--- config.mk ---
export PLATFORM = sky130hd
export DESIGN_NAME = tap_loader
export DESIGN_NICKNAME = d
export VERILOG_FILES = /design/src/rtl/tap_loader.sv
export SDC_FILE = /design/constraint.sdc
export NUM_CORES = 1
export LEC_CHECK = 0
export BUFFER_PORTS_ARGS = -buffer_cell sky130_fd_sc_hd__buf_2
export CORE_MARGIN = 10
export CORE_UTILIZATION = 55
export DETAILED_ROUTE_END_ITERATION = 8
export PLACE_DENSITY = 0.79
export SLEW_MARGIN = 30
export SYNTH_ARGS = -nofsm -noshare
export SYNTH_HDL_FRONTEND = slang
export SYNTH_SLANG_ARGS = --single-unit
--- constraint.sdc ---
create_clock -name clock -period 2.9 [get_ports clock]
set_input_delay 0.87 -clock clock [delete_from_list [all_inputs] [get_ports clock]]
set_output_delay 0.87 -clock clock [all_outputs]
set_load 0.02 [all_outputs]
--- src/rtl/tap_loader.sv ---
// ============================================================================
//  Module   : tap_loader
//  Brief    : Lynx machine-code tape image parser; writes payload to RAM port B
//             and pulses tape_complete with the exec address on tape_addr.
//             Optional trailing checksum byte: TAP_LOADER_CSUM_EN.
//  Revision : 1.0 - initial release
// ============================================================================
`default_nettype none

module tap_loader #(
    parameter logic [7:0] TAP_INDEX = 8'd1,
    parameter int         MAX_NAME  = 16
) (
    input  logic        clock,
    input  logic        reset,
    input  logic        ioctl_download,
    input  logic        ioctl_wr,
    input  logic [24:0] ioctl_addr,
    input  logic [7:0]  ioctl_dout,
    input  logic [7:0]  ioctl_index,
    output logic [15:0] tape_addr,
    output logic [7:0]  tape_dout,
    output logic        tape_wr,
    output logic        tape_complete,
    output logic        busy,
    output logic        error
);

    localparam logic [7:0] QUOTE      = 8'h22;
    localparam logic [7:0] TYPE_M     = 8'h4D;
    localparam logic [7:0] NAME_LIMIT = 8'(MAX_NAME);

    typedef enum logic [3:0] {
        S_IDLE, S_NAME_OPEN, S_NAME, S_TYPE, S_LOAD_LO, S_LOAD_HI, S_LEN_LO,
        S_LEN_HI, S_DATA, S_EXEC_LO, S_EXEC_HI, S_CSUM, S_DONE, S_ERROR
    } state_t;

    state_t      state_q, state_d, eff_state;
    logic [7:0]  name_cnt_q, name_cnt_d;
    logic [15:0] ptr_q, ptr_d;
    logic [15:0] rem_q, rem_d;
    logic [15:0] tape_addr_q, tape_addr_d;
    logic [7:0]  tape_dout_q, tape_dout_d;
    logic        tape_wr_q, tape_wr_d;
    logic        complete_q, complete_d;
`ifdef TAP_LOADER_CSUM_EN
    logic [7:0]  sum_q, sum_d;
`endif

    logic accept;
    logic active;

    assign accept = ioctl_download && ioctl_wr && (ioctl_index == TAP_INDEX);
    assign active = (state_q != S_IDLE) && (state_q != S_DONE) && (state_q != S_ERROR);

    always_ff @(posedge clock or negedge reset) begin
        if (!reset) begin
            state_q     <= S_IDLE;
            name_cnt_q  <= '0;
            ptr_q       <= '0;
            rem_q       <= '0;
            tape_addr_q <= '0;
            tape_dout_q <= '0;
            tape_wr_q   <= 1'b0;
            complete_q  <= 1'b0;
`ifdef TAP_LOADER_CSUM_EN
            sum_q       <= '0;
`endif
        end else begin
            state_q     <= state_d;
            name_cnt_q  <= name_cnt_d;
            ptr_q       <= ptr_d;
            rem_q       <= rem_d;
            tape_addr_q <= tape_addr_d;
            tape_dout_q <= tape_dout_d;
            tape_wr_q   <= tape_wr_d;
            complete_q  <= complete_d;
`ifdef TAP_LOADER_CSUM_EN
            sum_q       <= sum_d;
`endif
        end
    end

    always_comb begin
        state_d     = state_q;
        name_cnt_d  = name_cnt_q;
        ptr_d       = ptr_q;
        rem_d       = rem_q;
        tape_addr_d = tape_addr_q;
        tape_dout_d = tape_dout_q;
        tape_wr_d   = 1'b0;
        complete_d  = 1'b0;
`ifdef TAP_LOADER_CSUM_EN
        sum_d       = sum_q;
`endif
        // A byte at offset 0 (or the first byte seen from IDLE) always opens a new image.
        eff_state = ((ioctl_addr == '0) || (state_q == S_IDLE)) ? S_NAME_OPEN : state_q;

        if (!ioctl_download && active) begin
            state_d = S_ERROR;
        end else if (accept) begin
            case (eff_state)
                S_NAME_OPEN: begin
                    name_cnt_d = '0;
`ifdef TAP_LOADER_CSUM_EN
                    sum_d      = '0;
`endif
                    state_d    = (ioctl_dout == QUOTE) ? S_NAME : S_ERROR;
                end
                S_NAME: begin
                    if (ioctl_dout == QUOTE) begin
                        state_d = S_TYPE;
                    end else begin
                        name_cnt_d = name_cnt_q + 8'd1;
                        if (name_cnt_q >= NAME_LIMIT) state_d = S_ERROR;
                    end
                end
                S_TYPE:    state_d = (ioctl_dout == TYPE_M) ? S_LOAD_LO : S_ERROR;
                S_LOAD_LO: begin ptr_d[7:0]  = ioctl_dout; state_d = S_LOAD_HI; end
                S_LOAD_HI: begin ptr_d[15:8] = ioctl_dout; state_d = S_LEN_LO;  end
                S_LEN_LO:  begin rem_d[7:0]  = ioctl_dout; state_d = S_LEN_HI;  end
                S_LEN_HI: begin
                    rem_d[15:8] = ioctl_dout;
                    state_d     = ({ioctl_dout, rem_q[7:0]} == 16'h0000) ? S_EXEC_LO : S_DATA;
                end
                S_DATA: begin
                    tape_addr_d = ptr_q;
                    tape_dout_d = ioctl_dout;
                    tape_wr_d   = 1'b1;
                    ptr_d       = ptr_q + 16'd1;
                    rem_d       = rem_q - 16'd1;
`ifdef TAP_LOADER_CSUM_EN
                    sum_d       = sum_q + ioctl_dout;
`endif
                    if (rem_q == 16'd1) state_d = S_EXEC_LO;
                end
                // The load pointer is free after DATA, so it holds the exec address.
                S_EXEC_LO: begin ptr_d[7:0] = ioctl_dout; state_d = S_EXEC_HI; end
`ifdef TAP_LOADER_CSUM_EN
                S_EXEC_HI: begin ptr_d[15:8] = ioctl_dout; state_d = S_CSUM; end
                S_CSUM: begin
                    if (ioctl_dout == sum_q) begin
                        tape_addr_d = ptr_q;
                        complete_d  = 1'b1;
                        state_d     = S_DONE;
                    end else begin
                        state_d     = S_ERROR;
                    end
                end
`else
                S_EXEC_HI: begin
                    tape_addr_d = {ioctl_dout, ptr_q[7:0]};
                    complete_d  = 1'b1;
                    state_d     = S_DONE;
                end
`endif
                default: state_d = state_q;
            endcase
        end
    end

    assign tape_addr     = tape_addr_q;
    assign tape_dout     = tape_dout_q;
    assign tape_wr       = tape_wr_q;
    assign tape_complete = complete_q;
    assign busy          = active;
    assign error         = (state_q == S_ERROR);

endmodule

`default_nettype wire

## Word level (Yosys, flattened, before mapping)

Index checks and enable logic that the tools add are counted.

- Flip-flop bits (word level): 70
- Bits of input ports: 45
- Output and inout bits: 28
- Word-level logic and storage cells: 86

- $add $sub $neg: 3
- $lt $le $gt $ge: 1
- Equal/unequal tests: 20
- Muxes and demuxes: 23
- Bitwise logic cells: 1
- Reductions and logical operators: 28

Operators with widths:

| cell | number |
|---|---|
| case mux 8 bit (2 select lines) | 5 |
| case mux 4 bit (10 select lines) | 1 |
| 2-to-1 mux 4 bit | 8 |
| case mux 16 bit (2 select lines) | 1 |
| zero test 25 bit | 1 |
| AND reduction 3 bit | 6 |
| adder 16 x 1 -> 16 bit (second input constant) | 1 |
| == test 16 x 1 -> 1 bit (second input constant) | 1 |
| == test 4 x 3 -> 1 bit (second input constant) | 4 |
| == test 4 bit (second input constant) | 4 |
| zero test 16 bit | 1 |
| subtractor 16 x 1 -> 16 bit (second input constant) | 1 |
| nonzero test 2 bit | 7 |
| inequality test 4 bit (second input constant) | 3 |
| nonzero test 11 bit | 1 |
| adder 8 x 1 -> 8 bit (second input constant) | 1 |
| == test 4 x 2 -> 1 bit (second input constant) | 2 |
| == test 8 x 1 -> 1 bit (second input constant) | 1 |
| == test 8 x 6 -> 1 bit (second input constant) | 1 |
| == test 8 x 7 -> 1 bit (second input constant) | 1 |
| greater-or-equal comparator 8 x 5 -> 1 bit (second input constant) | 1 |
| 2-to-1 mux 8 bit | 1 |
| AND reduction 4 bit | 2 |
| 2-to-1 mux 1 bit | 7 |
| other kinds (10) | 14 |

## Longest topological paths before layout

- Depth in word-level cells: 7
- Mapped depth: 8
- Gate-level depth less buffers: 7

## Worst setup path after synthesis

Ideal clock, no wire load.

- Path type: input -> register
- Start: input ioctl_index[3]
- End: register tape_addr_q[6] (netlist: tape_addr[6])
- Library setup time: 125 ps
- Arrival: 2809 ps
- Required time: 2775 ps
- Slack: -34 ps
- Stages on the path: 7
- Buffers on the path: 2
- Cells stage by stage: or4_4 > nor4_4 > o21ai_2 > or3_1 > buf_2 > buf_6 > mux2_4

- Longest elaborated chain between the ends: 3

RTL lines:

| element | RTL line | RTL |
|---|---|---|
| start: declaration | 20 | `input logic [7:0] ioctl_index,` |
| == test 8 x 1 -> 1 bit | 53 | `assign accept = ioctl_download && ioctl_wr && (ioctl_index == TAP_INDEX);` |
| logical AND 1 bit | 53 |  |
| AND reduction 3 bit (no source line) | n/a |  |
| end signal: assignment | 74 | `tape_addr_q <= tape_addr_d;` |
| end: declaration | 42 | `logic [15:0] tape_addr_q, tape_addr_d;` |

Every way passes these cells.
A chain may end at the register's enable or synchronous reset.

## Worst setup path after layout

- Start: input ioctl_index[3]
- End: register rem_q[3]

- Longest elaborated chain between the ends: 3

RTL lines:

| element | RTL line | RTL |
|---|---|---|
| == test 8 x 1 -> 1 bit | 53 |  |
| logical AND 1 bit | 53 |  |
| AND reduction 3 bit (no source line) | n/a |  |
| end signal: assignment | 73 | `rem_q <= rem_d;` |
| end: declaration | 41 | `logic [15:0] rem_q, rem_d;` |

Every way passes these cells.

==> run metrics <==
area of the multi-input gates 2210 um^2; status finished clean; minimum clock period after layout 2.69 ns; Placed Instance Area slightly below 5000 um^2; reported leakage power ~2.4 nW; actual transition at the worst max-transition pin around 0.67 ns; endpoint class of the critical path flip-flop; number of inserted diodes 0; final clock period utilization by the worst path 0.926; mean post-synth cell area 8.88 um^2; final design instance area without fill roughly 5100 um^2; TritonCTS clock tree done; number of buffers inserted by port buffering 72; number of DRC markers in iteration 0 334; required time worst endpoint between 3 and 4 ns; final-layout fill cell count about 580; placer congestion estimate about 0.91; leading cell types in the layout, fill and taps excluded 72 x sky130_fd_sc_hd__buf_2, 70 x sky130_fd_sc_hd__dfrtp_1, 52 x sky130_fd_sc_hd__a21oi_1; classification of the worst-slack hold path reg -> reg; TritonCTS Sinks 70; number of standard-cell rows in the floorplan 31; post-detailed-routing wire length between 10000 and 15000 um; Gate Count Post-Synth about 460; Resized cells post-CTS 0; wire length of the first global-routing pass a little under 20000 um; Sequential Area 1750 um^2; final instance count without filler cells 667; worst-case headroom to the max-slew limit 0.551; most common cell after layout, fill and taps aside sky130_fd_sc_hd__buf_2; proportion of synthesized flip-flops having asynchronous set or reset 1.00; count of final max-slew check failures 0; final routed DRC violation total 0; total number of vias roughly 4000; DR WL/cell 17.6 um; total of endpoints with negative setup slack in the final report 0; number of register bits inferred by synthesis 70; Syn. warnings 0; proportion of synthesized chip area in sequential cells 0.427; clock insertion delay at the later pin of the skew report approximately 0.35 ns; Synthesized Nets 512; total of max-cap violations 0; hold_ws just under 0.5 ns; peak supply drop 334 uV; aggregate global routing overflow 0; post-detailed-placement half-perimeter wirelength ~8900 um; number of H-tree levels 3; clock buffers created by TritonCTS 9; f_max about 370 MHz; buffers inserted during post-CTS setup optimization 0; Initial DRT Pass Iterations 5; die outline height approximately 110 um; pin count of the biggest net entering global routing 71; endpoint arrival time on the critical path 2.95 ns; area share of the largest cell type after synthesis 0.427; number of top-level pins between 70 and 80; buffer levels on the longest clock path 2; CTS clk-pin slew, worst paths about 0.09 ns; biggest fanout along the worst timing path 14; top area cells in the synthesized netlist sky130_fd_sc_hd__dfrtp_1 43%, sky130_fd_sc_hd__a21oi_1 6.5%, sky130_fd_sc_hd__o21ai_0 5.9%, sky130_fd_sc_hd__mux2_2 4.4%, sky130_fd_sc_hd__nor2_1 3.9%; post-DR vias/cell a little over 6; GRT Resource Usage Total 0.209; antenna violation net count after detailed routing 0; placeable core region roughly 7300 um^2; final clock skew 0.0141 ns; CP Launch Type input pin; library cell with the largest summed area after synthesis sky130_fd_sc_hd__dfrtp_1; area added between synthesis and finish 23.6%; final number of hold-violating endpoints 0; antenna violations before repair 0; Initial Utilization 0.566; post-cts hold buffer count 0; vias in the first global route slightly above 4000; count of nets after finishing around 610; top flip-flop cell by instance count after synthesis sky130_fd_sc_hd__dfrtp_1; root buf cell sky130_fd_sc_hd__clkbuf_8; number of flops mapped to enable cells by yosys 0; share of final-layout standard cells stronger than drive strength 1 0.278; horizontal die dimension ~110 um; RSZ-0062 raised after global routing no; library cells used by synthesis between 50 and 60; summed instance area of the synthesized netlist between 4000 and 5000 um^2; area of the die ~11000 um^2; WS Path Type in -> reg; post-placement cell count approximately 650; ratio of total power to cell area approximately 530 nW/um^2
==> logic make-up after synthesis <==
logic type      synth area share
buf+inv                   0.0348
simple gates               0.218
fa+ha+maj                 0.0152
flops                      0.427
compound gates             0.220
xor+xnor                 0.00427
mux                       0.0805
==> critical path, stage by stage <==
cell	delay (ns)
sky130_fd_sc_hd__buf_2	0.10
sky130_fd_sc_hd__or4_4	0.54
sky130_fd_sc_hd__or4_4	0.54
sky130_fd_sc_hd__a2111oi_4	0.34
sky130_fd_sc_hd__buf_4	0.25
sky130_fd_sc_hd__o21ai_0	0.11
sky130_fd_sc_hd__a22oi_1	0.20
==> sequential cells by signal, indices dropped and copies added, names as in the netlist <==
signal	count
name_cnt_q	8
tape_complete	1
state_q	4
tape_dout	8
tape_wr	1
tape_addr	16
ptr_q	16
rem_q	16
==> Yosys cell counts, types with 2 or more instances <==
cell type / instances
sky130_fd_sc_hd__dfrtp_1: 70
sky130_fd_sc_hd__a21oi_1: 53
sky130_fd_sc_hd__o21ai_0: 48
sky130_fd_sc_hd__nor2_1: 43
sky130_fd_sc_hd__nand2_1: 37
sky130_fd_sc_hd__nand3_1: 23
sky130_fd_sc_hd__clkbuf_1: 16
sky130_fd_sc_hd__mux2_2: 16
sky130_fd_sc_hd__inv_1: 14
sky130_fd_sc_hd__mux2i_1: 12
sky130_fd_sc_hd__nor3_1: 11
sky130_fd_sc_hd__nand4_1: 10
sky130_fd_sc_hd__or3_1: 10
sky130_fd_sc_hd__nor4_1: 8
sky130_fd_sc_hd__o211ai_1: 6
sky130_fd_sc_hd__o22a_1: 6
sky130_fd_sc_hd__a31oi_1: 5
sky130_fd_sc_hd__ha_1: 5
sky130_fd_sc_hd__a22oi_1: 4
sky130_fd_sc_hd__a41o_1: 4
sky130_fd_sc_hd__or4_1: 4
sky130_fd_sc_hd__and3_1: 3
sky130_fd_sc_hd__and4_1: 3
sky130_fd_sc_hd__buf_2: 3
sky130_fd_sc_hd__o21ai_1: 3
sky130_fd_sc_hd__o22ai_1: 3
sky130_fd_sc_hd__a21boi_0: 2
sky130_fd_sc_hd__a21o_1: 2
sky130_fd_sc_hd__a31o_2: 2
sky130_fd_sc_hd__and2_1: 2
sky130_fd_sc_hd__mux2_4: 2
sky130_fd_sc_hd__nand3b_1: 2
sky130_fd_sc_hd__nor3b_1: 2
sky130_fd_sc_hd__o2111ai_1: 2
sky130_fd_sc_hd__o21bai_1: 2
sky130_fd_sc_hd__o31ai_1: 2
sky130_fd_sc_hd__or4_4: 2
sky130_fd_sc_hd__xor2_1: 2
==> metal layers <==
metal / share of wire / GRT usage
met1: 0.43 / 0.266
met2: 0.47 / 0.338
met3: 0.071 / 0.0531
met4: 0.023 / 0.0687
met5: 0 / 0
==> stage by stage <==
step	setup slack (ns)	util	setup TNS [ns]	power (mW)
final	0.213	0.699	0	2.68
after detailed placement	-0.119	0.668	-0.736	1.78
after CTS	0.231	0.699	0	2.67
after floorplan	-0.0274	-	-0.0547	1.51
after global routing	0.0969	0.699	0	2.81
after global placement	-0.0585	0.668	-0.346	1.76
==> worst paths after layout <==
kind	from	endpoint	slack [ns]	depth (start not counted)
max in group asynchronous	reset	state_q[3]	2.06	2
min in group asynchronous	reset	name_cnt_q[3]	0.52	2
min	tape_addr[11]	tape_addr[11]	0.48	2
max reg2reg	state_q[2]	state_q[3]	0.51	6
max	ioctl_index[3]	rem_q[3]	0.21	7
min reg2reg	tape_addr[11]	tape_addr[11]	0.48	2
==> area by class of cell <==
type / instances / share of cell area
Multi-Input combinational cell: 357 / 0.436
Sequential cell: 70 / 0.345
Timing Repair Buffer: 111 / 0.139
Clock buffer: 9 / 0.0244
Tap cell: 99 / 0.0244
Clock inverter: 7 / 0.0207
Inverter: 14 / 0.0104
==> power by group <==
part,leakage [nW],internal (mW),switching [mW]
clock network,0.112,0.497,0.411
logic,1.36,0.268,0.474
registers,0.938,1.00,0.0207
Power figures use the tool's default switching activity.
